<file path="src/rtl/cpu_pkg.sv">
// Shared core types and constants for the RV32 front end.
package cpu_pkg;

  localparam int XLEN = 32;

  localparam logic [XLEN-1:0] RV_NOP       = 32'h0000_0013;
  localparam logic [XLEN-1:0] DEF_RESET_PC = 32'h0000_0000;

  typedef struct packed {
    logic [XLEN-1:0] pc;
    logic [XLEN-1:0] instr;
    logic            filled;
  } fetch_entry_t;

endpackage

</file>
<file path="src/rtl/fetch_queue.sv">
// In-order fetch queue: entries allocated at issue, filled by responses, popped by decode.
// Head visible the cycle after fill; flush clears every entry at once.
module fetch_queue
  import cpu_pkg::*;
#(
  parameter  int BUF_DEPTH = 2,
  localparam int PTR_W     = $clog2(BUF_DEPTH),
  localparam int CNT_W     = $clog2(BUF_DEPTH + 1)
) (
  input  logic             clk,
  input  logic             rst_n,
  input  logic             i_flush,
  input  logic             i_alloc,
  input  logic [XLEN-1:0]  i_alloc_pc,
  input  logic             i_fill,
  input  logic [XLEN-1:0]  i_fill_instr,
  input  logic             i_pop,
  output logic             o_head_vld,
  output logic [XLEN-1:0]  o_head_pc,
  output logic [XLEN-1:0]  o_head_instr,
  output logic [CNT_W-1:0] o_count,
  output logic [CNT_W-1:0] o_unfilled
);

  localparam logic [PTR_W-1:0] LAST_PTR = PTR_W'(BUF_DEPTH - 1);

  fetch_entry_t     r_mem [BUF_DEPTH];
  logic [PTR_W-1:0] r_head;
  logic [PTR_W-1:0] r_tail;
  logic [PTR_W-1:0] r_fill;
  logic [CNT_W-1:0] r_count;
  logic [CNT_W-1:0] r_unfilled;
  fetch_entry_t     w_head;

  function automatic logic [PTR_W-1:0] ptr_inc(input logic [PTR_W-1:0] p);
    return (p == LAST_PTR) ? '0 : p + 1'b1;
  endfunction

  // Fill always lands on the oldest unfilled entry, so it never collides with a popped head.
  always_ff @(posedge clk) begin
    if (!rst_n || i_flush) begin
      r_head     <= '0;
      r_tail     <= '0;
      r_fill     <= '0;
      r_count    <= '0;
      r_unfilled <= '0;
      for (int i = 0; i < BUF_DEPTH; i++) begin
        r_mem[i] <= '0;
      end
    end else begin
      if (i_alloc) begin
        r_mem[r_tail].pc     <= i_alloc_pc;
        r_mem[r_tail].instr  <= RV_NOP;
        r_mem[r_tail].filled <= 1'b0;
        r_tail               <= ptr_inc(r_tail);
      end
      if (i_fill) begin
        r_mem[r_fill].instr  <= i_fill_instr;
        r_mem[r_fill].filled <= 1'b1;
        r_fill               <= ptr_inc(r_fill);
      end
      if (i_pop) begin
        r_mem[r_head].filled <= 1'b0;
        r_head               <= ptr_inc(r_head);
      end
      r_count    <= r_count + CNT_W'(i_alloc) - CNT_W'(i_pop);
      r_unfilled <= r_unfilled + CNT_W'(i_alloc) - CNT_W'(i_fill);
    end
  end

  assign w_head       = r_mem[r_head];
  assign o_head_vld   = (r_count != '0) && w_head.filled;
  assign o_head_pc    = w_head.pc;
  assign o_head_instr = w_head.instr;
  assign o_count      = r_count;
  assign o_unfilled   = r_unfilled;

endmodule

</file>
<file path="src/rtl/instr_fetch.sv">
// Fetch stage: PC, in-order imem requests, drop of stale responses after redirect. Decode sees a fill
// one cycle later; issue stops when the queue is full. Optional stall counter under FETCH_STALL_CNT_EN.
module instr_fetch
  import cpu_pkg::*;
#(
  parameter int               WIDTH     = 32,
  parameter logic [WIDTH-1:0] RESET_PC  = DEF_RESET_PC,
  parameter int               BUF_DEPTH = 2
) (
  input  logic             clk,
  input  logic             rst_n,
  output logic             imem_req_valid,
  input  logic             imem_req_ready,
  output logic [WIDTH-1:0] imem_addr,
  input  logic             imem_rsp_valid,
  input  logic [WIDTH-1:0] imem_rsp_data,
  input  logic             redirect_valid,
  input  logic [WIDTH-1:0] redirect_pc,
  output logic             dec_valid,
  input  logic             dec_ready,
  output logic [WIDTH-1:0] dec_instr,
  output logic [WIDTH-1:0] dec_pc,
  output logic [WIDTH-1:0] dec_pc_plus4
`ifdef FETCH_STALL_CNT_EN
  ,
  output logic [31:0]      fetch_stall_cnt
`endif
);

  localparam int               CNT_W   = $clog2(BUF_DEPTH + 1);
  localparam int               DROP_W  = 8;
  localparam logic [CNT_W-1:0] DEPTH_C = CNT_W'(BUF_DEPTH);

  logic [WIDTH-1:0]  r_pc;
  logic [DROP_W-1:0] r_drop_cnt;

  logic              w_alloc;
  logic              w_fill;
  logic              w_pop;
  logic              w_head_vld;
  logic [WIDTH-1:0]  w_head_pc;
  logic [WIDTH-1:0]  w_head_instr;
  logic [CNT_W-1:0]  w_count;
  logic [CNT_W-1:0]  w_unfilled;

  assign imem_req_valid = rst_n && (w_count < DEPTH_C) && !redirect_valid;
  assign imem_addr      = r_pc;
  assign w_alloc        = imem_req_valid && imem_req_ready;
  assign w_fill         = imem_rsp_valid && !redirect_valid && (r_drop_cnt == '0);
  assign dec_valid      = w_head_vld && !redirect_valid;
  assign w_pop          = dec_valid && dec_ready;

  fetch_queue #(
    .BUF_DEPTH (BUF_DEPTH)
  ) u_queue (
    .clk          (clk),
    .rst_n        (rst_n),
    .i_flush      (redirect_valid),
    .i_alloc      (w_alloc),
    .i_alloc_pc   (r_pc),
    .i_fill       (w_fill),
    .i_fill_instr (imem_rsp_data),
    .i_pop        (w_pop),
    .o_head_vld   (w_head_vld),
    .o_head_pc    (w_head_pc),
    .o_head_instr (w_head_instr),
    .o_count      (w_count),
    .o_unfilled   (w_unfilled)
  );

  // A response in the redirect cycle retires either a pending drop or the oldest unfilled entry,
  // so it is subtracted from the new total either way.
  always_ff @(posedge clk) begin
    if (!rst_n) begin
      r_pc       <= RESET_PC;
      r_drop_cnt <= '0;
    end else if (redirect_valid) begin
      r_pc       <= redirect_pc & ~WIDTH'(3);
      r_drop_cnt <= r_drop_cnt + DROP_W'(w_unfilled) - DROP_W'(imem_rsp_valid);
    end else begin
      if (w_alloc) begin
        r_pc <= r_pc + WIDTH'(4);
      end
      if (imem_rsp_valid && (r_drop_cnt != '0)) begin
        r_drop_cnt <= r_drop_cnt - 1'b1;
      end
    end
  end

  assign dec_instr    = w_head_vld ? w_head_instr : RV_NOP;
  assign dec_pc       = w_head_vld ? w_head_pc : '0;
  assign dec_pc_plus4 = w_head_vld ? (w_head_pc + WIDTH'(4)) : '0;

`ifdef FETCH_STALL_CNT_EN
  logic [31:0] r_stall_cnt;

  always_ff @(posedge clk) begin
    if (!rst_n) begin
      r_stall_cnt <= '0;
    end else if (!dec_valid && !redirect_valid && (r_stall_cnt != '1)) begin
      r_stall_cnt <= r_stall_cnt + 1'b1;
    end
  end

  assign fetch_stall_cnt = r_stall_cnt;
`endif

  a_rsp_expected: assert property (@(posedge clk) disable iff (!rst_n)
    imem_rsp_valid |-> ((r_drop_cnt != '0) || (w_unfilled != '0)));

endmodule

</file>
<file path="config.mk">
export PLATFORM = sky130hd
export DESIGN_NAME = instr_fetch
export DESIGN_NICKNAME = d
export VERILOG_FILES = /design/src/rtl/cpu_pkg.sv /design/src/rtl/fetch_queue.sv /design/src/rtl/instr_fetch.sv
export SDC_FILE = /design/constraint.sdc
export NUM_CORES = 1
export LEC_CHECK = 0
export ABC_AREA = 1
export BUFFER_PORTS_ARGS = -buffer_cell sky130_fd_sc_hd__buf_2
export CORE_MARGIN = 1
export CORE_UTILIZATION = 25
export DETAILED_ROUTE_END_ITERATION = 8
export SLEW_MARGIN = 20
export SYNTH_ARGS = -nofsm -noshare
export SYNTH_HDL_FRONTEND = slang
export SYNTH_SLANG_ARGS = --single-unit
</file>
<file path="constraint.sdc">
create_clock -name clk -period 4.04 [get_ports clk]
set_clock_uncertainty 0.1 [all_clocks]
set_input_delay 0.404 -clock clk [delete_from_list [all_inputs] [get_ports clk]]
set_output_delay 0.404 -clock clk [all_outputs]
set_load 0.02 [all_outputs]
</file>
=== After elaboration in Yosys (flattened, before gate mapping) ===
Memory sizes are Yosys's and may differ from the RTL's. A register that Yosys moved wholly into a read port is not among the register bits.
Cells that the tools add are included.

* Input bits: 70
* Bits in writable memories: 130
* Output and inout port bits: 130
* Word-level logic and storage cells: 72
* Memories kept: 1
* Bits in registers: 47

* Multiplexer cells: 29
* Bitwise gates (word level): 1
* $add $sub $neg: 12
* Order comparisons: 1
* Reductions and logical operators: 20

{| class="wikitable"
|+ Memories
! name !! depth !! bits a word !! rd ports !! clocked after memory_dff !! wr ports !! RTL line !! source
|-
| u_queue.r_mem || 2 || 65 || 1 || 1 || 3 || fetch_queue.sv:27 || <nowiki>fetch_entry_t r_mem [BUF_DEPTH];</nowiki>
|}

{| class="wikitable"
|+ Operator list
! operator !! number
|-
| two-way mux 32 bit || 5
|-
| two-way mux 65 bit || 2
|-
| OR reduction 65 bit || 2
|-
| adder 32 x 3 -> 32 bit (second input constant) || 2
|-
| two-way mux 1 bit || 19
|-
| two-way mux 8 bit || 2
|-
| logical AND 1 bit || 9
|-
| adder 8 x 2 -> 8 bit || 1
|-
| zero test 8 bit || 1
|-
| nonzero test 8 bit || 1
|-
| subtractor 8 x 1 -> 8 bit || 1
|-
| subtractor 8 x 1 -> 8 bit (second input constant) || 1
|-
| nonzero test 2 bit || 3
|-
| adder 2 x 1 -> 2 bit || 2
|-
| subtractor 2 x 1 -> 2 bit || 2
|-
| adder 1 bit (second input constant) || 3
|-
| zero test 1 bit || 2
|-
| < comparator 2 bit (second input constant) || 1
|-
| two-way mux 2 bit || 1
|-
| OR reduction 2 bit || 1
|-
| logical OR 1 bit || 1
|-
| NOT 1 bit || 1
|}

=== Depth between registers and ports, before layout ===
* Word-level depth: 9
* Mapped depth: 15
* Gate-level depth less buffers: 14

=== By module ===
A second synthesis with hierarchy kept.

* Cells, all modules: 1505
* Area total of the unflattened synthesis: 10735.3 µm²

{| class="wikitable"
|+ By module, submodules not included
! module !! cells an instance !! area an instance (µm²) !! instances
|-
| fetch_queue || 618 || 6023.3 || 1
|-
| instr_fetch || 887 || 4712.0 || 1
|}

=== Least setup slack after synthesis ===
Ideal clock, no wire load.

* Path type: input to register
* From: input redirect_valid
* To: memory u_queue.r_mem[1][10] (netlist name), enable pin
* Path buffers: 0
* Arrival time: 2.620 ns
* Setup time: 0.389 ns
* Stages on the path: 9
* Required time: 3.551 ns
* Path slack: 0.930 ns
* Cell sequence: inv_2 > nand2_2 > nor2_4 > nand2_4 > inv_2 > nand2_1 > nand2_1 > inv_1 > nand2_1

{| class="wikitable"
|+ RTL lines
! what !! RTL line !! source
|-
| from (decl) || instr_fetch.sv:17 || <nowiki>input logic redirect_valid,</nowiki>
|-
| to (decl) || fetch_queue.sv:27 ||
|}

==> flow_metrics.py <==
metrics = {
    "outcome": {
        "status": "complete, no violations",
    },
    "logic_synthesis": {
        "ys_types": 43,
        "yosys_warnings": 0,
        "ys_seq_area_share_pct": 46.5,
        "synth-async-reset-ratio_pct": 0,
        "synthesis.area_um2": 10100,
        "synth_edf_count": 124,
        "syn-instance-count": 1338,
        "synth-main-ff-cell": "edfxtp_1",
        "synth-seq-cells": 172,
        "synth.avg_cell_area_um2": 7.52,
    },
    "setup_path": {
        "crit_fanout": 37,
        "endpoint": "dec_pc_plus4[5]",
        "r2r_cells": 14,
        "reg2reg_to": "u_queue.o_count[1]$_SDFF_PP0_",
        "required_ns": 3.54,
        "setup.worst_path.class": "flop to output port",
        "reg2reg_setup_slack_ns": 0.92,
        "arrival_ns": 3.00,
        "start_kind": "flop",
        "cp-end-kind": "output port",
    },
    "detailed_routing": {
        "final_antenna_net_count": 0,
        "vias": 9085,
        "drt-vias-per-instance": 4.44,
        "route.met2.wl_mm": 13.3,
        "met1_length_mm": 15.1,
        "wl_per_cell_um": 14.9,
        "firstDrtPassIters": 5,
        "post-route-drc-count": 0,
        "top_layer_used": "met4",
        "first_iter_violations": 623,
        "wl_met3_mm": 1.62,
        "drt-total-wl_mm": 30.4,
    },
    "floorplanning": {
        "die_area_um2": 41100,
        "num_rows": 73,
        "core-area_um2": 39700,
        "dieHeight_um": 203,
        "chipWidth_um": 203,
        "io_pins": 200,
        "initial_core_util_pct": 25.3,
    },
    "sta": {
        "relSlewSlack_pct": 32.8,
        "period_share_pct": 86.7,
        "finalSetupTns_ns": 0,
        "drv_slew": 0,
        "rsz0062_at_grt": "no",
        "final-hold-violation-count": 0,
        "finalSetupViolations": 0,
        "tightest_slew_ns": 1.01,
        "fin_crit_ns": 3.50,
        "hold_ws_ns": 0.121,
        "fmax_ghz": 0.286,
    },
    "clock_network": {
        "clk-insertion-delay-late_ns": 0.45,
        "cts.clk_slew.worst_paths_ns": 0.07,
        "cts.sinks": 172,
        "cts-resized-gates": 0,
        "hold_buffers": 0,
        "postCtsSetupBuffers": 0,
        "cts_tree": "yes",
        "h-tree-depth": 4,
        "numCtsBuffers": 17,
        "cts_root_buf": "clkbuf_16",
        "cts_buffer_depth": 2,
    },
    "placed_design": {
        "port_buffers": 191,
        "dp_hpwl_mm": 21.8,
        "gp_congestion": 0.909,
    },
    "cells_and_area": {
        "nets": 1603,
        "area_growth_pct": 19.8,
        "drive_gt1_share_pct": 18.7,
        "antenna_cells": 0,
        "final_common_cell": "nand2_1",
        "layout_common_cells": "nand2_1 (373), nor2_1 (242), buf_2 (191), inv_1 (150), edfxtp_1 (124)",
        "fillers": 4264,
    },
    "power": {
        "peakVddDrop_v": 0.000244,
        "cellLeakagePower_nw": 5.25,
        "power_density_nw_per_um2": 367,
    },
    "hold_path": {
        "hold_depth": 3,
        "min_path_type": "input pin to flop",
    },
    "grt": {
        "antenna_found_initial": 0,
        "grt_pass1_vias": 8498,
        "grt_max_degree": 64,
        "overflow": 0,
        "grt_pass1_wl_mm": 46.8,
        "grt_usage_pct": 14.7,
    },
    "run": {
        "timing.max_cap.violations": 0,
    },
}
[layout make-up]
class	instances	area, um^2	share of cell area, %
Sequential cell	172	4690	38.9
Multi-Input combinational cell	959	4490	37.2
Timing Repair Buffer	204	1070	8.84
Tap cell	525	657	5.45
Inverter	154	583	4.84
Clock buffer	19	443	3.67
Clock inverter	13	136	1.13
[cell families after synthesis]
kind of cell | share of synthesized area (%)
and+or+nand+nor | 30.7
buffers and inverters | 9.20
DFF | 46.5
AOI/OAI and AO/OA | 9.07
adders and majority gates | 3.18
xor gates and xnor gates | 1.31
other | 0.0373
[how the worst min path moves through the flow]
stage	start	to	slack, ns
after floorplan	u_queue.r_mem[1][0]$_SDFFE_PP0P_	u_queue.r_mem[1][0]$_SDFFE_PP0P_	0.35
after global placement	u_queue.r_mem[1][0]$_SDFFE_PP0P_	u_queue.r_mem[1][0]$_SDFFE_PP0P_	0.36
after detailed placement	r_drop_cnt[0]$_SDFFE_PN0P_	r_drop_cnt[0]$_SDFFE_PN0P_	0.37
after CTS	redirect_pc[7]	imem_addr[7]$_SDFFE_PN0P_	0.1
after global routing	redirect_pc[10]	imem_addr[10]$_SDFFE_PN0P_	0.12
final	redirect_pc[7]	imem_addr[7]$_SDFFE_PN0P_	0.12
[power by group]
group	internal [W]	switching [W]	leakage [nW]
Combinational	0.000242	0.000472	3.18
Clock	0.000930	0.000721	0.286
Sequential	0.00200	0.0000660	1.78
[worst max-delay path: stages (launching register included)]
cell and delay [ns]:
dfxtp_2 0.36, buf_4 0.38, buf_4 0.47, nand2_1 0.09
nand2_1 0.11, o21ai_4 0.20, inv_1 0.42, o21ai_0 0.15
a21oi_1 0.15, buf_2 0.18
[synth_stat cells, types with 2 or more instances]
cell type | count | area, um^2
nand2_2 | 19 | 119
buf_6 | 7 | 78.8
nor2_4 | 5 | 56.3
nor2_1 | 242 | 908
xnor2_1 | 2 | 17.5
o31ai_1 | 2 | 15.0
buf_4 | 11 | 82.6
or2_2 | 3 | 18.8
o21ai_2 | 2 | 17.5
a31oi_1 | 7 | 43.8
a21o_1 | 2 | 15.0
edfxtp_1 | 124 | 3720
nand2_4 | 2 | 22.5
nor2_2 | 14 | 87.6
nand2_1 | 373 | 1400
nand4_1 | 5 | 31.3
xor2_1 | 13 | 114
o22ai_1 | 3 | 18.8
a21oi_1 | 87 | 435
nand3_1 | 72 | 360
dfxtp_1 | 48 | 961
inv_1 | 150 | 563
nor3_1 | 8 | 40.0
buf_2 | 16 | 80.1
a22oi_1 | 21 | 158
ha_1 | 24 | 300
o21ai_0 | 36 | 180
o21a_1 | 2 | 15.0
clkbuf_1 | 23 | 86.3
inv_2 | 2 | 7.51
[sequential cells by signal, summed over array words and instances, names as in the netlist, named ones only]
register,flops
imem_addr,30
r_drop_cnt,8
u_queue.o_count,2
u_queue.o_unfilled,2
u_queue.r_fill,1
u_queue.r_head,1
u_queue.r_mem,126
u_queue.r_tail,1
[routing by layer]
layer | vias up | global-route usage (%)
met5 | - | 0
met4 | 0 | 4.32
met3 | 24 | 2.55
met2 | 263 | 22.4
met1 | 4187 | 21.2
li1 | 4611 | -
[through the flow]
stage               cell area [um^2]  setup WS [ns]  power (W)  cells  utilization (%)
floorplan                      10100          0.930    0.00260   1343                -
global placement               11500          0.914    0.00280   2014             28.9
detailed placement             11500          0.910    0.00282   2014             28.9
CTS                            12100          0.462    0.00448   2046             30.3
global route                   12100          0.257    0.00465   2046             30.3
finish                         12100          0.539    0.00443   2046             30.3
Note: power is estimated with default switching activity, not from simulation.
